==> config.mk <==
export PLATFORM = sky130hd
export DESIGN_NAME = mezz_io_bridge_flat
export DESIGN_NICKNAME = d
export VERILOG_FILES = /design/src/rtl/mezz_io_bridge_if.sv /design/src/rtl/mezz_io_bridge.sv /design/src/flat_wrapper.sv
export SDC_FILE = /design/constraint.sdc
export NUM_CORES = 1
export LEC_CHECK = 0
export CAP_MARGIN = 20
export CORE_MARGIN = 1.5
export CORE_UTILIZATION = 50
export CTS_BUF_LIST = sky130_fd_sc_hd__clkbuf_4 sky130_fd_sc_hd__clkbuf_8 sky130_fd_sc_hd__clkbuf_16
export CTS_CLUSTER_DIAMETER = 200
export CTS_CLUSTER_SIZE = 25
export DETAILED_ROUTE_END_ITERATION = 16
export GPL_ROUTABILITY_DRIVEN = 0
export PLACE_DENSITY = 0.79
export SLEW_MARGIN = 20
export SYNTH_ARGS = -nofsm -noshare
export SYNTH_HDL_FRONTEND = slang
export SYNTH_SLANG_ARGS = --single-unit
==> constraint.sdc <==
create_clock -name CLK_50 -period 3.5 [get_ports CLK_50]
set_input_delay 0.875 -clock CLK_50 [delete_from_list [all_inputs] [get_ports CLK_50]]
set_output_delay 0.875 -clock CLK_50 [all_outputs]
set_load 0.05 [all_outputs]
==> src/rtl/mezz_io_bridge_if.sv <==
// Connector-side signal bundle for mezz_io_bridge: mode/config and bridged
// channels in, registered channels, activity LEDs and heartbeat out.
interface mezz_io_bridge_if #(
  parameter int CHANNELS = 16
);
  logic [1:0]          MODE;
  logic [CHANNELS-1:0] FILT_MASK;
  logic [CHANNELS-1:0] CH_IN;
  logic [CHANNELS-1:0] CH_OUT;
  logic [3:0]          ACT_LED;
  logic                ALIVE;

  modport master (
    output MODE, FILT_MASK, CH_IN,
    input  CH_OUT, ACT_LED, ALIVE
  );

  modport slave (
    input  MODE, FILT_MASK, CH_IN,
    output CH_OUT, ACT_LED, ALIVE
  );
endinterface

==> src/rtl/mezz_io_bridge.sv <==
// Mezzanine pass-through bridge: synchronises CH_IN, optionally glitch-filters it,
// and drives CH_OUT in pass/filtered/test-pattern/safe modes with activity LEDs.
module mezz_io_bridge #(
  parameter int CHANNELS     = 16,
  parameter int SYNC_STAGES  = 2,
  parameter int FILT_LEN     = 8,
  parameter int TEST_DIV     = 20,
  parameter int STRETCH_BITS = 22,
  parameter int HB_BITS      = 24
) (
  input logic              CLK_50,
  input logic              RESET_N,
  mezz_io_bridge_if.slave  io
);
  localparam int CW = (FILT_LEN > 1) ? $clog2(FILT_LEN) : 1;
  localparam int GW = CHANNELS / 4;
  localparam logic [CW-1:0] CNT_MAX = CW'(FILT_LEN - 1);

  typedef enum logic [1:0] {
    MODE_PASS = 2'd0,
    MODE_FILT = 2'd1,
    MODE_TEST = 2'd2,
    MODE_SAFE = 2'd3
  } mode_e;

  logic [CHANNELS-1:0] sync_q [SYNC_STAGES];
  logic [CHANNELS-1:0] sync;
  logic [1:0]          mode_m;
  mode_e               mode_s;
  logic [CHANNELS-1:0] filt;
  logic [CW-1:0]       cnt [CHANNELS];
  logic [CHANNELS-1:0] pattern;
  logic [TEST_DIV-1:0] tdiv;
  logic [CHANNELS-1:0] ch_out_q;
  logic [CHANNELS-1:0] sync_prev;
  logic [CHANNELS-1:0] changed;
  logic [STRETCH_BITS-1:0] stretch [4];
  logic [3:0]          act_led_q;
  logic [HB_BITS-1:0]  hb;
  logic                alive_q;

  assign sync    = sync_q[SYNC_STAGES-1];
  assign changed = sync ^ sync_prev;

  assign io.CH_OUT  = ch_out_q;
  assign io.ACT_LED = act_led_q;
  assign io.ALIVE   = alive_q;

  always_ff @(posedge CLK_50 or negedge RESET_N) begin
    if (!RESET_N) begin
      for (int unsigned s = 0; s < SYNC_STAGES; s++) sync_q[s] <= '0;
      mode_m <= '0;
      mode_s <= MODE_PASS;
    end else begin
      sync_q[0] <= io.CH_IN;
      for (int unsigned s = 1; s < SYNC_STAGES; s++) sync_q[s] <= sync_q[s-1];
      mode_m <= io.MODE;
      mode_s <= mode_e'(mode_m);
    end
  end

  // Filter runs regardless of mode so entering filtered mode never glitches.
  always_ff @(posedge CLK_50 or negedge RESET_N) begin
    if (!RESET_N) begin
      filt <= '0;
      for (int unsigned i = 0; i < CHANNELS; i++) cnt[i] <= '0;
    end else begin
      for (int unsigned i = 0; i < CHANNELS; i++) begin
        if (sync[i] == filt[i]) begin
          cnt[i] <= '0;
        end else if (cnt[i] == CNT_MAX) begin
          filt[i] <= sync[i];
          cnt[i]  <= '0;
        end else begin
          cnt[i] <= cnt[i] + 1'b1;
        end
      end
    end
  end

  always_ff @(posedge CLK_50 or negedge RESET_N) begin
    if (!RESET_N) begin
      pattern <= CHANNELS'(1);
      tdiv    <= '0;
    end else if (mode_s != MODE_TEST) begin
      pattern <= CHANNELS'(1);
      tdiv    <= '0;
    end else begin
      tdiv <= tdiv + 1'b1;
      if (&tdiv) pattern <= {pattern[CHANNELS-2:0], pattern[CHANNELS-1]};
    end
  end

  always_ff @(posedge CLK_50 or negedge RESET_N) begin
    if (!RESET_N) begin
      ch_out_q <= '0;
    end else begin
      case (mode_s)
        MODE_PASS: ch_out_q <= sync;
        MODE_FILT: ch_out_q <= (io.FILT_MASK & filt) | (~io.FILT_MASK & sync);
        MODE_TEST: ch_out_q <= pattern;
        MODE_SAFE: ch_out_q <= '0;
        default:   ch_out_q <= '0;
      endcase
    end
  end

  // Any edge in a group reloads its stretcher, so bursts keep the LED lit.
  always_ff @(posedge CLK_50 or negedge RESET_N) begin
    if (!RESET_N) begin
      sync_prev <= '0;
      act_led_q <= '0;
      for (int unsigned g = 0; g < 4; g++) stretch[g] <= '0;
    end else begin
      sync_prev <= sync;
      for (int unsigned g = 0; g < 4; g++) begin
        if (|changed[g*GW +: GW])
          stretch[g] <= '1;
        else if (stretch[g] != '0)
          stretch[g] <= stretch[g] - 1'b1;
        act_led_q[g] <= (stretch[g] != '0);
      end
    end
  end

  always_ff @(posedge CLK_50 or negedge RESET_N) begin
    if (!RESET_N) begin
      hb      <= '0;
      alive_q <= 1'b0;
    end else begin
      hb <= hb + 1'b1;
      if (&hb) alive_q <= ~alive_q;
    end
  end
endmodule
==> src/flat_wrapper.sv <==
// flat-port wrapper written by rule: the top's interface ports become plain ports
module mezz_io_bridge_flat 
#(
  parameter int CHANNELS     = 16,
  parameter int SYNC_STAGES  = 2,
  parameter int FILT_LEN     = 8,
  parameter int TEST_DIV     = 20,
  parameter int STRETCH_BITS = 22,
  parameter int HB_BITS      = 24
)
  (CLK_50, RESET_N, io_MODE, io_FILT_MASK, io_CH_IN, io_CH_OUT, io_ACT_LED, io_ALIVE);
  mezz_io_bridge_if #(.CHANNELS(CHANNELS)) io_i ();
  input logic CLK_50;
  input logic RESET_N;
  input wire logic [$bits(io_i.MODE)-1:0] io_MODE;
  input wire logic [$bits(io_i.FILT_MASK)-1:0] io_FILT_MASK;
  input wire logic [$bits(io_i.CH_IN)-1:0] io_CH_IN;
  output wire logic [$bits(io_i.CH_OUT)-1:0] io_CH_OUT;
  output wire logic [$bits(io_i.ACT_LED)-1:0] io_ACT_LED;
  output wire logic [$bits(io_i.ALIVE)-1:0] io_ALIVE;
  assign io_i.MODE = io_MODE;
  assign io_i.FILT_MASK = io_FILT_MASK;
  assign io_i.CH_IN = io_CH_IN;
  assign io_CH_OUT = io_i.CH_OUT;
  assign io_ACT_LED = io_i.ACT_LED;
  assign io_ALIVE = io_i.ALIVE;
  mezz_io_bridge #(.CHANNELS(CHANNELS), .SYNC_STAGES(SYNC_STAGES), .FILT_LEN(FILT_LEN), .TEST_DIV(TEST_DIV), .STRETCH_BITS(STRETCH_BITS), .HB_BITS(HB_BITS)) u_core (.CLK_50(CLK_50), .RESET_N(RESET_N), .io(io_i));
endmodule
==> run_results.csv, run 1 <==
group,metric,value,unit
power,intPower,4.88,mW
timing,finalSetupTns,0,ns
hold_path,min_to,"u_core.sync[7]",
setup_path,max_stage_delay,0.81,ns
setup_path,worstSetupPathType,"register to output pin",
timing,max_freq,0.395,GHz
cells_and_area,fin_nets,1210,
clock_tree,clk_pin_slew,0.10,ns
floorplanning,ios,57,
power,comb_power_share,12.7,%
setup_path,r2r_setup_slack,1.03,ns
yosys,synthSimpleGateAreaFrac,19.3,%
floorplanning,die_h,160,um
global_routing,grt_overflow_total,0,
power,p_switching,1.63,mW
drt,drt_iter0_drc,485,
setup_path,r2r_end,"u_core.stretch[75]",
outcome,outcome,"complete, no violations",
floorplanning,dieArea,25700,um^2
power,ir_worst_vdd,0.000258,V
setup_path,cp_top_family,"buffers and inverters",
drt,wl_per_cell,14.7,um
yosys,synth_xor_area_share,8.29,%
power,p_per_area,473,nW/um^2
timing,fin_skew,0.0205,ns
clock_tree,cts_resized,0,
floorplanning,die_w,160,um
yosys,synthArstFlopShare,100,%
yosys,synth_warnings,0,
setup_path,crit_fanout,1,
drt,routed_wl,21.6,mm
global_routing,grt_pass1_vias,7991,
global_routing,grtUsageTotal,17.7,%
drt,vias,7953,
cells_and_area,postLayoutCoreUtil,56.6,%
cells_and_area,diodes,0,
setup_path,cp.required,2.62,ns
power,seq_power_share,58.8,%
global_routing,antenna_found_initial,0,
timing,relSlewSlack,37.5,%
drt,ant_nets,0,
setup_path,cp-end-kind,"output pin",
hold_path,holdPathStages,0,
global_routing,grt_max_degree,93,
yosys,synth_fa_ha_area_share,3.85,%
placed_design,portBuffers,56,
yosys,synth_mux_area_share,3.08,%
drt,viasPerCell,5.43,
timing,rsz0062_at_grt,"false",
timing,setup_viol,0,
yosys,yosys.area.top_type,"dfrtp_1",
drt,drc,0,
hold_path,min_from,"u_core.sync_q[23]",
setup_path,cp-start-kind,"register",
clock_tree,cts_root_buf,"clkbuf_16",
cells_and_area,final_layout_size_suffix_gt1_share,7.37,%
drt,drt_pass1_iterations,5,
cells_and_area,area.growth.synth_to_final,11.4,%
hold_path,hold_path_class,"register to register",
clock_tree,worstSkewPairLatency,0.49,ns
setup_path,r2r-start,"u_core.stretch[84]",
clock_tree,cts_buffers,15,
yosys,synth_compound_area_share,6.12,%
yosys,synth_top_family_by_area,"simple AND/OR/NAND/NOR gates",
cells_and_area,layout_commonest_cell,"dfrtp_1",
power,clock_power_share,28.5,%
yosys,syn_nets,1160,
yosys,synth.avg_cell_area,11.4,um^2
timing,min_period_over_period,72.4,%
setup_path,cp_slowest_cell,"clkdlybuf4s50_1",
flow_run,cap_violations,0,
clock_tree,cts_htree_levels,1,
yosys,yosysSeqAreaShare,57.7,%
clock_tree,clkSinkCount,285,
timing,finalCriticalPeriod,2.53,ns
yosys,synth_cell_types,60,
clock_tree,post_cts_buffers,0,
clock_tree,clock_path_buffers,3,
floorplanning,start_util,50.8,%
yosys,ys_ff_latch,285,
timing,hold_violations,0,
setup_path,worstPathArrival,1.66,ns
setup_path,critPathBufInv,1,
yosys,syn_inst,1086,
floorplanning,coreArea,24300,um^2
setup_path,worstPathCellList,"clkdlybuf4s50_1",
yosys,synth-edff-count,0,
power,swShare,25.0,%
cells_and_area,final_cell_mix,"dfrtp_1, nand2_1, xor2_1",
clock_tree,cts_tree,"yes",
timing,worst_pin_slew,0.933,ns
global_routing,grt_pass1_wl,38.0,mm
floorplanning,fp-row-count,57,
timing,drv_slew,0,
power,p_leak,5.55,nW
clock_tree,holdBufCountCts,0,
yosys,ys.flop_type,"dfrtp_1",
yosys,synth_top_area_share,57.5,%
setup_path,worst-r2r-cell-count,6,
yosys,synth_area_leaders,"dfrtp_1, xor2_1, ha_1",
yosys,syn_area,12400,um^2
placed_design,dp_hpwl,14.6,mm
## metal layers
layer | share of wire, % | track usage (%)
met1 | 47 | 25.0
met3 | 2.9 | 2.13
met4 | 1.5 | 4.42
met2 | 48 | 29.3
met5 | 0 | 0
## flip-flops by register name, summed over array words and instances, names as in the netlist, 2 cells and up
name / count
u_core.cnt: 48
u_core.filt: 16
u_core.hb: 24
u_core.io.ACT_LED: 4
u_core.io.CH_OUT: 16
u_core.mode_m: 2
u_core.mode_s: 2
u_core.pattern: 16
u_core.stretch: 88
u_core.sync: 16
u_core.sync_prev: 16
u_core.sync_q: 16
u_core.tdiv: 20
## synthesized netlist by cell type (3+ instances only)
master      n
nor3_1     29
o311ai_0    3
nor4_2      6
nand4b_1    6
xor2_1     73
o21ai_0    52
ha_1       38
nor2_1     59
dfrtp_1   284
a31o_2      3
or4_4       3
nor4_4      3
or2_2       4
a31oi_1     6
inv_1      18
o31ai_1     9
and4_1      5
a211oi_1    3
nor3b_1    19
buf_2       3
or3_1      17
clkbuf_1   30
mux2_2     16
o41ai_1     3
and2_1     24
nor4_1     21
a21oi_1     9
nor4b_1     3
o211ai_1   18
o22ai_1     6
mux2i_1    20
nand2b_1    3
xnor2_1    44
nand3_1    58
nand2_1   121
nor2b_1    16
nand4_1    21
## area by class of cell
class,instances,area [um^2]
fill,1961,10600
sequential,285,7130
multi-input combinational,749,5050
timing repair buffer,66,678
clock buffer,20,413
tap,324,405
inverter,19,71.3
clock inverter,1,16.3
## cell families after synthesis
group,after synthesis
AND/OR/NAND/NOR,437
flip-flops,285
AO/OA/AOI/OAI,121
XOR/XNOR,117
buffers and inverters,52
adder cells (fa/ha/maj),38
multiplexers,36
## worst max path at each step
stage                         startpoint                  to  cells past startpoint
CTS                 u_core.io.ACT_LED[0]       io_ACT_LED[0]                      1
global route          u_core.stretch[83]  u_core.stretch[75]                      6
detailed placement    u_core.stretch[84]  u_core.stretch[75]                      6
global placement      u_core.stretch[84]  u_core.stretch[75]                      6
finish              u_core.io.ACT_LED[0]       io_ACT_LED[0]                      1
floorplan             u_core.stretch[44]  u_core.stretch[64]                      8
## power by group through the flow
| stage | Combinational [mW] | Sequential [mW] | Clock, mW |
|---|---|---|---|
| floorplan | 0.490 | 3.91 | 0 |
| global placement | 0.795 | 3.87 | 0 |
| detailed placement | 0.840 | 3.90 | 0 |
| CTS | 0.849 | 3.83 | 1.94 |
| global route | 0.951 | 3.87 | 2.06 |
| finish | 0.826 | 3.83 | 1.86 |
## per-stage QoR
step           setup slack, ns  cell area [um^2]  hold WS [ns]  std cells  power (mW)
6_report                 0.966             13800         0.335       1464        6.51
5_1_grt                  0.724             13800         0.341       1464        6.88
4_1_cts                  0.931             13800         0.346       1464        6.62
2_1_floorplan             1.47             12400         0.331       1086        4.40
3_5_place_dp              1.06             13300         0.335       1443        4.74
3_3_place_gp              1.16             13300         0.333       1443        4.67
Power figures use the tool's default switching activity.
==> run 2: changes to the inputs <==
Settings changed: PLACE_DENSITY 0.79 to 0.82.
Clock period 3.5 ns to 2.1 ns, I/O delays scaled along.
==> run_results.csv, run 2 (synthesis gave the netlist of run 1 again) <==
group,metric,value,unit
outcome,outcome,"complete, no violations",
power,ir_worst_vdd,0.000484,V
clock_tree,cts_htree_levels,1,
cells_and_area,seq_area,7130,um^2
power,p_leak,5.92,nW
floorplanning,start_util,50.8,%
setup_path,cp_slowest_cell,"or4_4",
cells_and_area,final_layout_size_suffix_gt1_share,12.9,%
power,p_per_area,760,nW/um^2
cells_and_area,fill_cells,1894,
clock_tree,worstSkewPairLatency,0.49,ns
clock_tree,cts_root_buf,"clkbuf_16",
cells_and_area,reg_top3,"u_core.stretch: 88 flops, u_core.cnt: 48 flops, u_core.hb: 24 flops",
timing,setup_viol,0,
timing,whs,0.338,ns
placed_design,dp.cells,1496,
drt,drt_pass1_iterations,5,
cells_and_area,final_cell_mix,"dfrtp_1, nand2_1, xor2_1",
floorplanning,dieArea,25700,um^2
clock_tree,cts_tree,"yes",
timing,worst_pin_slew,0.622,ns
floorplanning,coreArea,24300,um^2
setup_path,max_stage_delay,0.60,ns
power,p_switching,2.73,mW
power,intPower,8.14,mW
power,swShare,25.1,%
cells_and_area,largest_reg_flops,88,
setup_path,crit_fanout,5,
cells_and_area,area.growth.synth_to_final,15.7,%
global_routing,grt_max_degree,66,
cells_and_area,diodes,0,
placed_design,dp_hpwl,16.0,mm
cells_and_area,layout_commonest_cell,"dfrtp_1",
setup_path,worstSetupPathType,"register to register",
floorplanning,die_w,160,um
power,seq_power_share,58.7,%
drt,vias,8248,
floorplanning,ios,57,
cells_and_area,fin_nets,1271,
global_routing,grt_pass1_vias,8308,
cells_and_area,regMostFlops,"u_core.stretch",
setup_path,worstPathArrival,2.41,ns
clock_tree,clkSinkCount,285,
timing,min_period_over_period,96.4,%
setup_path,cp-end-kind,"register",
timing,max_freq,0.494,GHz
placed_design,place_area,13800,um^2
global_routing,grt_pass1_wl,39.6,mm
setup_path,cp-start-kind,"register",
timing,relSlewSlack,57.4,%
floorplanning,die_h,160,um
power,comb_power_share,12.7,%
clock_tree,cts_buffers,15,
cells_and_area,multi_input_area,5120,um^2
clock_tree,clock_path_buffers,3,
drt,viasPerCell,5.41,
power,clock_power_share,28.6,%
timing,finalCriticalPeriod,2.02,ns
timing,hold_violations,0,
drt,drt_iter0_drc,457,
global_routing,antenna_found_initial,0,
cells_and_area,fin_cells,1525,
global_routing,grt_overflow_total,0,
flow_run,cap_violations,0,
drt,routed_wl,22.8,mm
drt,drc,0,
cells_and_area,fin_area,14300,um^2
placed_design,portBuffers,56,
setup_path,cp.required,2.49,ns
global_routing,grtUsageTotal,18.5,%
floorplanning,fp-row-count,57,
timing,fin_skew,0.0196,ns
drt,wl_per_cell,15.0,um
clock_tree,clk_pin_slew,0.10,ns
drt,ant_nets,0,
setup_path,worstPathCellList,"or4_4 > or3_2 > nand4_1 > xor2_1 > nand2_1",
timing,drv_slew,0,
timing,finalSetupTns,0,ns
hold_path,hold_path_class,"register to register",
-- run 2: worst paths after layout --
check / from / to / slack, ns / cells after the start
worst max-delay path: u_core.stretch[63] / u_core.stretch[58] / 0.08 / 5
worst min-delay path: u_core.sync_q[22] / u_core.sync[6] / 0.34 / 0
worst max register to register: u_core.stretch[63] / u_core.stretch[58] / 0.08 / 5
worst min register to register: u_core.sync_q[22] / u_core.sync[6] / 0.34 / 0
max in group asynchronous: RESET_N / u_core.pattern[0] / 0.85 / 3
min in group asynchronous: RESET_N / u_core.sync_q[23] / 0.55 / 2
-- run 2: timing repair --
item,CTS,global route
resized for setup,21,14
hold endpoints to repair,38,0
endpoints found under the setup margin,21,27
hold buffers,1,0
buffers inserted,0,7
pin swaps,0,6
-- run 2: critical path, delay by kind of cell, from the launching register on --
kind                      cells  cell delay [ns]
DFF                           1             0.42
and+or+nand+nor               4             1.33
xor gates and xnor gates      1             0.18
-- run 2: final cells by class --
cell class | instances | share of cell area [%]
Tap cell | 324 | 2.84
Clock buffer | 20 | 2.89
Timing Repair Buffer | 127 | 7.96
Inverter | 19 | 0.499
Clock inverter | 1 | 0.114
Multi-Input combinational cell | 749 | 35.8
Sequential cell | 285 | 49.9
-- run 2: power groups by stage --
stage	clock network, mW	registers, mW	logic [mW]
2_1_floorplan	0	6.52	0.817
3_3_place_gp	0	6.46	1.35
3_5_place_dp	0	6.50	1.43
4_1_cts	3.23	6.39	1.41
5_1_grt	3.42	6.45	1.60
6_report	3.11	6.38	1.38
-- run 2: layer usage --
layer  vias to the layer above  routed length [um]  GRT usage, %
li1                       4021                   -             -
met1                      4070               10500          25.5
met2                       129               11200          31.2
met3                        28                 706          2.31
met4                         0                 399          4.42
met5                         -                   0             0
-- run 2: through the flow --
| stage | util, % | power [mW] | setup slack (ns) |
|---|---|---|---|
| finish | 58.8 | 10.9 | 0.0750 |
| global route | 58.8 | 11.5 | -0.0402 |
| CTS | 58.3 | 11.0 | 0.0410 |
| detailed placement | 56.6 | 7.93 | 0.0682 |
| global placement | 56.6 | 7.80 | 0.131 |
| floorplan | - | 7.33 | 0.0684 |
